### config.mk
export PLATFORM = sky130hd
export DESIGN_NAME = mips32_fetch_queue_flat
export DESIGN_NICKNAME = d
export VERILOG_FILES = /design/src/rtl/mips32_pkg.sv /design/src/rtl/mips32_fetch_queue_if.sv /design/src/rtl/mips32_sync_fifo.sv /design/src/rtl/mips32_fetch_queue.sv /design/src/flat_wrapper.sv
export SDC_FILE = /design/constraint.sdc
export NUM_CORES = 1
export LEC_CHECK = 0
export CAP_MARGIN = 20
export CORE_MARGIN = 5
export CORE_UTILIZATION = 51
export CTS_CLUSTER_DIAMETER = 60
export CTS_CLUSTER_SIZE = 28
export DETAILED_ROUTE_END_ITERATION = 16
export PLACE_DENSITY_LB_ADDON = 0.12
export SLEW_MARGIN = 20
export SYNTH_ARGS = -nofsm -noshare
export SYNTH_HDL_FRONTEND = slang
export SYNTH_SLANG_ARGS = --single-unit
### constraint.sdc
create_clock -name clk -period 3 [get_ports clk]
set_input_delay 0.3 -clock clk [delete_from_list [all_inputs] [get_ports clk]]
set_output_delay 0.3 -clock clk [all_outputs]
set_load 0.01 [all_outputs]
### src/rtl/mips32_pkg.sv
// Shared MIPS32 front-end definitions: opcode constants, instruction classes
// and the fetch-queue entry layout.
package mips32_pkg;

  localparam logic [5:0] OP_SPECIAL = 6'h00;
  localparam logic [5:0] OP_REGIMM  = 6'h01;
  localparam logic [5:0] OP_J       = 6'h02;
  localparam logic [5:0] OP_JAL     = 6'h03;
  localparam logic [5:0] OP_BEQ     = 6'h04;
  localparam logic [5:0] OP_BNE     = 6'h05;
  localparam logic [5:0] OP_ADDIU   = 6'h09;
  localparam logic [5:0] OP_LW      = 6'h23;
  localparam logic [5:0] OP_SW      = 6'h2b;

  typedef enum logic [1:0] {
    ITYPE_R = 2'd0,
    ITYPE_I = 2'd1,
    ITYPE_J = 2'd2
  } instr_type_e;

  typedef struct packed {
    logic [31:0] ir;
    logic [31:0] npc;
  } fetch_entry_t;

  function automatic instr_type_e instr_type(input logic [31:0] ir);
    case (ir[31:26])
      OP_SPECIAL:   return ITYPE_R;
      OP_J, OP_JAL: return ITYPE_J;
      default:      return ITYPE_I;
    endcase
  endfunction

endpackage

### src/rtl/mips32_fetch_queue_if.sv
// Fetch-queue bundle: instruction-memory request/response, decode handoff,
// and the redirect/halt controls from the back end.
interface mips32_fetch_queue_if;

  logic        imem_req;
  logic [31:0] imem_addr;
  logic        imem_gnt;
  logic        imem_rvalid;
  logic [31:0] imem_rdata;
  logic        if_valid;
  logic [31:0] if_ir;
  logic [31:0] if_npc;
  logic        id_ready;
  logic        redirect_valid;
  logic [31:0] redirect_pc;
  logic        halt;

  modport master (
    output imem_req, imem_addr, if_valid, if_ir, if_npc,
    input  imem_gnt, imem_rvalid, imem_rdata, id_ready,
           redirect_valid, redirect_pc, halt
  );

  modport slave (
    input  imem_req, imem_addr, if_valid, if_ir, if_npc,
    output imem_gnt, imem_rvalid, imem_rdata, id_ready,
           redirect_valid, redirect_pc, halt
  );

endinterface

### src/rtl/mips32_sync_fifo.sv
// Circular instruction queue of fetch entries with push, pop, flush and an
// occupancy count; the head is read straight from storage, never bypassed.
module mips32_sync_fifo
  import mips32_pkg::*;
#(
  parameter int DEPTH = 4
) (
  input  logic                     clk,
  input  logic                     rst,
  input  logic                     i_push,
  input  logic                     i_pop,
  input  logic                     i_flush,
  input  fetch_entry_t             i_data,
  output fetch_entry_t             o_head,
  output logic [$clog2(DEPTH):0]   o_count
);

  localparam int AW = $clog2(DEPTH);
  localparam int CW = AW + 1;

  fetch_entry_t  r_mem [DEPTH];
  logic [AW-1:0] r_wr_ptr;
  logic [AW-1:0] r_rd_ptr;
  logic [CW-1:0] r_count;
  logic          w_do_push;
  logic          w_do_pop;

  assign w_do_push = i_push && !i_flush;
  assign w_do_pop  = i_pop && !i_flush && (r_count != '0);

  // NOTE: state registers use <= so every flop samples pre-edge values,
  // independent of the order the statements are written in.
  always_ff @(posedge clk or posedge rst) begin
    if (rst) begin
      r_wr_ptr <= '0;
      r_rd_ptr <= '0;
      r_count  <= '0;
    end else if (i_flush) begin
      r_wr_ptr <= '0;
      r_rd_ptr <= '0;
      r_count  <= '0;
    end else begin
      if (w_do_push) r_wr_ptr <= r_wr_ptr + AW'(1);
      if (w_do_pop)  r_rd_ptr <= r_rd_ptr + AW'(1);
      case ({w_do_push, w_do_pop})
        2'b10:   r_count <= r_count + CW'(1);
        2'b01:   r_count <= r_count - CW'(1);
        default: ;
      endcase
    end
  end

  // NOTE: storage is deliberately not reset; an entry is only observable
  // while r_count covers it, so its power-up contents never leak out.
  always_ff @(posedge clk) begin
    if (w_do_push) r_mem[r_wr_ptr] <= i_data;
  end

  assign o_head  = (r_count != '0) ? r_mem[r_rd_ptr] : '0;
  assign o_count = r_count;

  // Credit accounting upstream must make this unreachable.
  a_no_push_on_full: assert property (@(posedge clk) disable iff (rst)
    !(w_do_push && (r_count == DEPTH[CW-1:0])));

endmodule

### src/rtl/mips32_fetch_queue.sv
// MIPS32 instruction fetch queue: credit-limited request issue, in-order
// response capture, and redirect flush with discard of stale responses.
module mips32_fetch_queue
  import mips32_pkg::*;
#(
  parameter int          DEPTH    = 4,
  parameter logic [31:0] RESET_PC = 32'd0
) (
  input  logic                  clk,
  input  logic                  rst,
  mips32_fetch_queue_if.master  bus
);

  localparam int CW = $clog2(DEPTH) + 1;
  localparam logic [CW:0] DEPTH_W = DEPTH[CW:0];

  logic [31:0]   r_fetch_pc;
  logic [31:0]   r_rsp_pc;
  logic [CW-1:0] r_inflight;
  logic [CW-1:0] r_drop_cnt;
  logic [CW-1:0] w_count;
  logic [CW:0]   w_used;
  logic          w_grant;
  logic          w_dropping;
  logic          w_push;
  logic          w_pop;
  fetch_entry_t  w_head;
  fetch_entry_t  w_push_data;

  // Queued entries plus outstanding requests (stale ones included) consume credit.
  assign w_used        = {1'b0, w_count} + {1'b0, r_inflight};
  assign bus.imem_req  = !bus.halt && !bus.redirect_valid && (w_used < DEPTH_W);
  assign bus.imem_addr = r_fetch_pc;

  assign w_grant     = bus.imem_req && bus.imem_gnt;
  assign w_dropping  = bus.redirect_valid || (r_drop_cnt != '0);
  assign w_push      = bus.imem_rvalid && !w_dropping;
  assign w_pop       = bus.if_valid && bus.id_ready && !bus.redirect_valid;
  assign w_push_data = '{ir: bus.imem_rdata, npc: r_rsp_pc + 32'd1};

  always_ff @(posedge clk or posedge rst) begin
    if (rst) begin
      r_fetch_pc <= RESET_PC;
      r_rsp_pc   <= RESET_PC;
      r_inflight <= '0;
      r_drop_cnt <= '0;
    end else begin
      case ({w_grant, bus.imem_rvalid})
        2'b10:   r_inflight <= r_inflight + CW'(1);
        2'b01:   r_inflight <= r_inflight - CW'(1);
        default: ;
      endcase
      if (bus.redirect_valid) begin
        r_fetch_pc <= bus.redirect_pc;
        r_rsp_pc   <= bus.redirect_pc;
        // Everything still outstanding after this edge belongs to the old path.
        r_drop_cnt <= r_inflight - CW'(bus.imem_rvalid);
      end else begin
        if (w_grant) r_fetch_pc <= r_fetch_pc + 32'd1;
        if (w_push)  r_rsp_pc   <= r_rsp_pc + 32'd1;
        if (bus.imem_rvalid && (r_drop_cnt != '0)) r_drop_cnt <= r_drop_cnt - CW'(1);
      end
    end
  end

  mips32_sync_fifo #(.DEPTH(DEPTH)) u_fifo (
    .clk     (clk),
    .rst     (rst),
    .i_push  (w_push),
    .i_pop   (w_pop),
    .i_flush (bus.redirect_valid),
    .i_data  (w_push_data),
    .o_head  (w_head),
    .o_count (w_count)
  );

  assign bus.if_valid = (w_count != '0);
  assign bus.if_ir    = w_head.ir;
  assign bus.if_npc   = w_head.npc;

endmodule

### src/flat_wrapper.sv
// flat-port wrapper written by rule: the top's interface ports become plain ports
module mips32_fetch_queue_flat import mips32_pkg::*;
#(
  parameter int          DEPTH    = 4,
  parameter logic [31:0] RESET_PC = 32'd0
)
  (clk, rst, bus_imem_req, bus_imem_addr, bus_if_valid, bus_if_ir, bus_if_npc, bus_imem_gnt, bus_imem_rvalid, bus_imem_rdata, bus_id_ready, bus_redirect_valid, bus_redirect_pc, bus_halt);
  mips32_fetch_queue_if bus_i ();
  input  logic clk;
  input  logic rst;
  output wire logic [$bits(bus_i.imem_req)-1:0] bus_imem_req;
  output wire logic [$bits(bus_i.imem_addr)-1:0] bus_imem_addr;
  output wire logic [$bits(bus_i.if_valid)-1:0] bus_if_valid;
  output wire logic [$bits(bus_i.if_ir)-1:0] bus_if_ir;
  output wire logic [$bits(bus_i.if_npc)-1:0] bus_if_npc;
  input wire logic [$bits(bus_i.imem_gnt)-1:0] bus_imem_gnt;
  input wire logic [$bits(bus_i.imem_rvalid)-1:0] bus_imem_rvalid;
  input wire logic [$bits(bus_i.imem_rdata)-1:0] bus_imem_rdata;
  input wire logic [$bits(bus_i.id_ready)-1:0] bus_id_ready;
  input wire logic [$bits(bus_i.redirect_valid)-1:0] bus_redirect_valid;
  input wire logic [$bits(bus_i.redirect_pc)-1:0] bus_redirect_pc;
  input wire logic [$bits(bus_i.halt)-1:0] bus_halt;
  assign bus_imem_req = bus_i.imem_req;
  assign bus_imem_addr = bus_i.imem_addr;
  assign bus_if_valid = bus_i.if_valid;
  assign bus_if_ir = bus_i.if_ir;
  assign bus_if_npc = bus_i.if_npc;
  assign bus_i.imem_gnt = bus_imem_gnt;
  assign bus_i.imem_rvalid = bus_imem_rvalid;
  assign bus_i.imem_rdata = bus_imem_rdata;
  assign bus_i.id_ready = bus_id_ready;
  assign bus_i.redirect_valid = bus_redirect_valid;
  assign bus_i.redirect_pc = bus_redirect_pc;
  assign bus_i.halt = bus_halt;
  mips32_fetch_queue #(.DEPTH(DEPTH), .RESET_PC(RESET_PC)) u_core (.clk(clk), .rst(rst), .bus(bus_i));
endmodule
==> results of run 1 <==
[per-layer routing]
layer  share of wire, %  wire (um)  vias to the layer above  track usage [%]
li1                   -          -                     4036                -
met5                  0          0                        -                0
met3                5.2       1570                       32             2.85
met2                 46      14000                      259             29.4
met1                 47      14300                     4229             28.0
met4                1.5        468                        0             3.93
[cells by family (layout without fill, tap and decap cells)]
family	after synthesis	after routing	share of synthesized area, %
buffers and inverters	68	267	2.23
DFF	333	333	65.2
muxes	80	80	11.0
adders and majority gates	15	15	1.37
xor gates and xnor gates	78	78	4.63
AOI/OAI and AO/OA	83	83	3.69
and+or+nand+nor	311	311	11.9
[per-stage QoR]
step	power, mW	area (um2)
global placement	9.68	17000
floorplan	7.84	14800
detailed placement	9.72	17000
finish	13.4	18000
CTS	13.5	17900
global route	14.1	18000
[worst max-delay path by stage]
| stage | from | endpoint | slack (ns) | cells after the start |
|---|---|---|---|---|
| finish | u_core.u_fifo.r_rd_ptr[0] | bus_if_npc[3] | 0.16 | 4 |
| global route | u_core.u_fifo.r_rd_ptr[0] | bus_if_npc[3] | 0.06 | 4 |
| CTS | u_core.u_fifo.r_rd_ptr[0] | bus_if_ir[26] | 0.006 | 4 |
| detailed placement | u_core.u_fifo.o_count[2] | u_core.bus.imem_addr[24] | 0.45 | 7 |
| global placement | bus_imem_rvalid | u_core.u_fifo.r_mem[1][31] | 0.48 | 5 |
| floorplan | u_core.u_fifo.o_count[1] | u_core.r_inflight[2] | 0.26 | 13 |
[placed cells by master, fill, tap and decap left out, types with 6 or more instances in the layout]
cell	n
inv_1	14
a21boi_0	6
dfrtp_1	75
nand2_1	71
buf_12	8
nor2_1	36
xnor2_1	46
and4_1	6
o21ai_0	27
o311ai_0	8
a21oi_1	9
nor3_1	15
and3_1	9
nand3_1	36
buf_4	26
nor4_1	10
clkbuf_16	26
xor2_1	32
and2_1	69
mux2_2	14
clkinv_8	7
ha_1	13
edfxtp_1	256
o211ai_1	13
clkdlybuf4s50_1	167
mux4_2	64
nand4_1	21
[where the power goes]
group | total (mW) | internal, mW | switching [mW] | leakage, nW
Sequential | 5.58 | 5.29 | 0.289 | 3.23
Clock | 3.75 | 1.85 | 1.90 | 0.466
Combinational | 4.03 | 2.22 | 1.81 | 2.42
Total | 13.4 | 9.36 | 4.00 | 6.12
[cell usage after synthesis, drive strengths merged (6+ instances only)]
master	instances	area share, %
a21boi	6	0.31
a21oi	9	0.31
and2	70	3.0
and3	14	0.60
and4	9	0.56
buf	17	0.75
clkbuf	35	1.0
dfrtp	77	13
edfxtp	256	52
ha	13	1.1
inv	15	0.38
mux2	14	1.1
mux4	64	9.8
nand2	72	1.8
nand3	37	1.3
nand4	23	1.1
nor2	36	0.92
nor3	15	0.51
nor4	14	1.0
o211ai	13	0.66
o21ai	32	1.1
o311ai	8	0.48
or4	6	0.33
xnor2	46	2.7
xor2	32	1.9
[tightest hold or removal path, stage by stage]
cell	delay, ns
clkdlybuf4s50_1	0.39
nand2_1	0.09
o21ai_1	0.06
[flip-flops by register name, indices dropped and copies added, names as in the netlist]
signal and cells:
u_core.bus.imem_addr 32, u_core.r_drop_cnt 3, u_core.r_inflight 3, u_core.r_rsp_pc 32
u_core.u_fifo.o_count 3, u_core.u_fifo.r_mem 256, u_core.u_fifo.r_rd_ptr 2, u_core.u_fifo.r_wr_ptr 2
[cell type report]
cell class / count / area share [%]
sequential: 333 / 53.4
multi-input combinational: 567 / 26.7
clock buffer: 27 / 3.64
inverter: 15 / 0.313
timing repair buffer: 204 / 11.4
clock inverter: 21 / 1.78
tap: 384 / 2.67
[repair_timing]
item	4_1_cts	5_1_grt
resized for setup	0	1
buffers inserted	0	6
hold buffers	1	0
endpoints found under the setup margin	0	57
endpoints found under the hold margin	10	0
==> flow_metrics.env, run 1 <==
export IMPL_dp_cells=1496
export IMPL_avgSynthCellArea_um2=15.2
export IMPL_antenna_found_initial=0
export IMPL_path_max_fanout=20
export IMPL_cp_start_kind="flip-flop"
export IMPL_clkTransAtPathRegs_ns=0.09
export IMPL_min_from="bus_redirect_pc[29]"
export IMPL_cts_tree="yes"
export IMPL_route_detailed_drc=0
export IMPL_synthArstFlopShare_pct=23.1
export IMPL_reg2reg_depth=7
export IMPL_io_buffers=168
export IMPL_worst_slew_pin_slew_ns=0.867
export IMPL_relSlewSlack_pct=42.0
export IMPL_fin_skew_ns=0.0298
export IMPL_slowest_stage="dfrtp_4"
export IMPL_syn_inst=968
export IMPL_first_global_vias=8821
export IMPL_drt_total_wl_mm=30.3
export IMPL_ys_flop_type="edfxtp_1"
export IMPL_drt_initial_drc_count=493
export IMPL_r2r_setup_slack_ns=0.44
export IMPL_p_leak_nw=6.12
export IMPL_finish_utilization_pct=62.9
export IMPL_hold_depth=3
export IMPL_final_cells=1551
export IMPL_multiInputGateArea_mm2=0.00481
export IMPL_fillers=2106
export IMPL_whs_ns=0.314
export IMPL_post_place_ws_ns=0.449
export IMPL_ant_nets=0
export IMPL_htree_levels=1
export IMPL_detailedRoute_firstPassIterationCount=5
export IMPL_drv_slew=0
export IMPL_grt_use_total_pct=18.6
export IMPL_core_mm2=0.0286
export IMPL_whs_endpoint="u_core.r_rsp_pc[29]"
export IMPL_max_freq_mhz=352
export IMPL_setup_viol=0
export IMPL_insertion_delay_ns=0.56
export IMPL_drv_cap=0
export IMPL_worstSetupPathType="flip-flop to output pin"
export IMPL_dieArea_mm2=0.0324
export IMPL_post_route_min_period_ns=2.84
export IMPL_rsz0062_at_grt="false"
export IMPL_synth_seq_area_share_pct=65.2
export IMPL_synthDistinctLibCells=61
export IMPL_rows=62
export IMPL_ys_ff_latch=333
export IMPL_grt_pass1_wl_mm=49.1
export IMPL_die_x_um=180
export IMPL_ctsRootBufferMaster="clkbuf_16"
export IMPL_dpl_hpwl_mm=19.7
export IMPL_syn_nets=1054
export IMPL_wl_per_cell_um=19.6
export IMPL_cp_top_family="buffers and inverters"
export IMPL_cts_sinks=333
export IMPL_num_vias=8556
export IMPL_ys_warn_count=0
export IMPL_worstReg2RegStart="u_core.u_fifo.o_count[2]"
export IMPL_drive_gt1_share_pct=16.0
export IMPL_overflow=0
export IMPL_n_antenna_cell=0
export IMPL_cp_required_ns=2.70
export IMPL_crit_arrival_ns=2.54
export IMPL_path_cells="buf_12, mux4_2, and2_1, clkdlybuf4s50_1"
export IMPL_status="finished, final reports clean"
export IMPL_numCtsBuffers=26
export IMPL_synth_area_mm2=0.0148
export IMPL_crit_buf_inv=2
export IMPL_grt_start_max_net_pins=68
export IMPL_hold_class="primary input to flip-flop"
export IMPL_vias_per_cell=5.52
export IMPL_cp_end_kind="output pin"
export IMPL_final_setup_tns_ns=0
export IMPL_period_share_pct=94.8
export IMPL_ios=169
export IMPL_clock_path_buffers=3
export IMPL_power_per_cell_area_mw_per_mm2=742
export IMPL_r2r_end="u_core.bus.imem_addr[24]"
export IMPL_nets=1233
export IMPL_hold_viol_final=0
export IMPL_area_growth_syn_to_layout_pct=22.0
export IMPL_max_stage_delay_ns=0.56
export IMPL_synth_edff_count=256
export IMPL_fin_ws_ns=0.157
export IMPL_gp_congestion=0.839
export IMPL_die_h_um=180
export IMPL_register_area_mm2=0.00962
export IMPL_peakVddDrop_mv=0.400
export IMPL_start_util_pct=51.5
(Power assumes the default switching activity.)
==> run 2, diff against run 1 <==
CORE_UTILIZATION = 55   (was 51)
clock period = 2.85 ns   (was 3 ns; I/O delays follow)
==> flow_metrics.env, run 2 (synthesized netlist as in run 1, its figures left out) <==
export IMPL_core_mm2=0.0267
export IMPL_dieArea_mm2=0.0302
export IMPL_drt_initial_drc_count=567
export IMPL_wl_per_cell_um=20.1
export IMPL_die_x_um=174
export IMPL_finish_utilization_pct=67.0
export IMPL_r2r_setup_slack_ns=0.37
export IMPL_top_register="u_core.u_fifo.r_mem"
export IMPL_drv_slew=0
export IMPL_relSlewSlack_pct=46.6
export IMPL_status="finished, final reports clean"
export IMPL_fillers=1863
export IMPL_ctsRootBufferMaster="clkbuf_16"
export IMPL_grt_start_max_net_pins=68
export IMPL_peakVddDrop_mv=0.492
export IMPL_insertion_delay_ns=0.53
export IMPL_setup_viol=0
export IMPL_path_max_fanout=20
export IMPL_die_h_um=174
export IMPL_layout_common_cells="256 x edfxtp_1, 160 x clkdlybuf4s50_1, 74 x dfrtp_1"
export IMPL_num_vias=8622
export IMPL_htree_levels=1
export IMPL_crit_end="bus_if_npc[12]"
export IMPL_fin_skew_ns=0.0231
export IMPL_worstSetupPathType="flip-flop to output pin"
export IMPL_ant_nets=0
export IMPL_cts_tree="yes"
export IMPL_antenna_found_initial=0
export IMPL_cp_end_kind="output pin"
export IMPL_cp_start_kind="flip-flop"
export IMPL_p_leak_nw=6.18
export IMPL_grt_use_total_pct=19.7
export IMPL_numCtsBuffers=23
export IMPL_vias_per_cell=5.75
export IMPL_hold_viol_final=0
export IMPL_layout_commonest_cell="edfxtp_1"
export IMPL_n_antenna_cell=0
export IMPL_reg2reg_depth=7
export IMPL_first_global_vias=8742
export IMPL_route_detailed_drc=0
export IMPL_clkTransAtPathRegs_ns=0.09
export IMPL_p_total_mw=13.6
export IMPL_max_freq_mhz=359
export IMPL_power_per_cell_area_mw_per_mm2=762
export IMPL_drv_cap=0
export IMPL_io_buffers=168
export IMPL_largest_register_ffs=256
export IMPL_crit_arrival_ns=2.50
export IMPL_period_share_pct=97.8
export IMPL_overflow=0
export IMPL_start_util_pct=55.3
export IMPL_dp_cells=1456
export IMPL_worst_slew_pin_slew_ns=0.798
export IMPL_final_cells=1499
export IMPL_nets=1228
export IMPL_area_growth_syn_to_layout_pct=21.0
export IMPL_cts_sinks=333
export IMPL_fin_ws_ns=0.0634
export IMPL_worstReg2RegStart="u_core.u_fifo.o_count[2]"
export IMPL_drive_gt1_share_pct=15.5
export IMPL_grt_pass1_wl_mm=48.3
export IMPL_ios=169
export IMPL_gp_congestion=0.851
export IMPL_post_route_min_period_ns=2.79
export IMPL_clock_path_buffers=3
export IMPL_detailedRoute_firstPassIterationCount=5
export IMPL_dpl_hpwl_mm=20.4
export IMPL_hold_class="primary input to async pin"
export IMPL_drt_total_wl_mm=30.1
export IMPL_post_place_ws_ns=0.418
export IMPL_setup_worst_path_start="u_core.u_fifo.r_rd_ptr[0]"
export IMPL_r2r_end="u_core.bus.imem_addr[24]"
export IMPL_cp_required_ns=2.57
export IMPL_rows=60
-- run 2: power by group --
part	total (mW)	leakage (nW)	internal (mW)	switching, mW
combinational	4.19	2.54	2.31	1.88
clock	3.54	0.403	1.72	1.82
sequential	5.87	3.23	5.57	0.304
-- run 2: worst min-delay path by stage --
stage / start / end
finish: rst / u_core.r_rsp_pc[0]
global route: rst / u_core.u_fifo.o_count[1]
detailed placement: u_core.r_inflight[0] / u_core.r_inflight[0]
floorplan: bus_imem_rdata[0] / u_core.u_fifo.r_mem[0][32]
global placement: u_core.r_inflight[0] / u_core.r_inflight[0]
CTS: rst / u_core.u_fifo.o_count[1]
-- run 2: worst max-delay path: stages, from the launching register on --
cell and delay [ns]:
dfrtp_4 0.53, buf_12 0.23, mux4_2 0.50, and2_1 0.20
clkdlybuf4s50_1 0.49
-- run 2: cell type report --
| class | instances | area (um2) | share of cell area, % |
|---|---|---|---|
| sequential | 333 | 9620 | 53.9 |
| multi-input combinational | 567 | 4810 | 27.0 |
| timing repair buffer | 202 | 2100 | 11.8 |
| clock buffer | 23 | 576 | 3.22 |
| tap | 341 | 427 | 2.39 |
| clock inverter | 18 | 253 | 1.42 |
| inverter | 15 | 56.3 | 0.315 |
-- run 2: per-stage QoR --
stage / hold WS [ns] / cell area, um2 / TNS, ns
floorplan: 0.384 / 14800 / 0
global placement: 0.507 / 17000 / 0
detailed placement: 0.507 / 17000 / 0
CTS: 0.151 / 17800 / 0
global route: 0.200 / 17800 / -0.00428
finish: 0.151 / 17800 / 0
-- run 2: metal layers --
| layer | global-route usage (%) | up-vias | part of all wire, % |
|---|---|---|---|
| met5 | 0 | - | 0 |
| met4 | 2.94 | 0 | 1.0 |
| met3 | 2.66 | 26 | 5.2 |
| met2 | 32.0 | 276 | 48 |
| met1 | 29.6 | 4295 | 46 |
| li1 | - | 4025 | - |
-- run 2: repair_timing --
item	CTS	global route
hold buffers	0	0
setup buffers	1	1
setup endpoints to repair	58	22
resized for setup	1	11
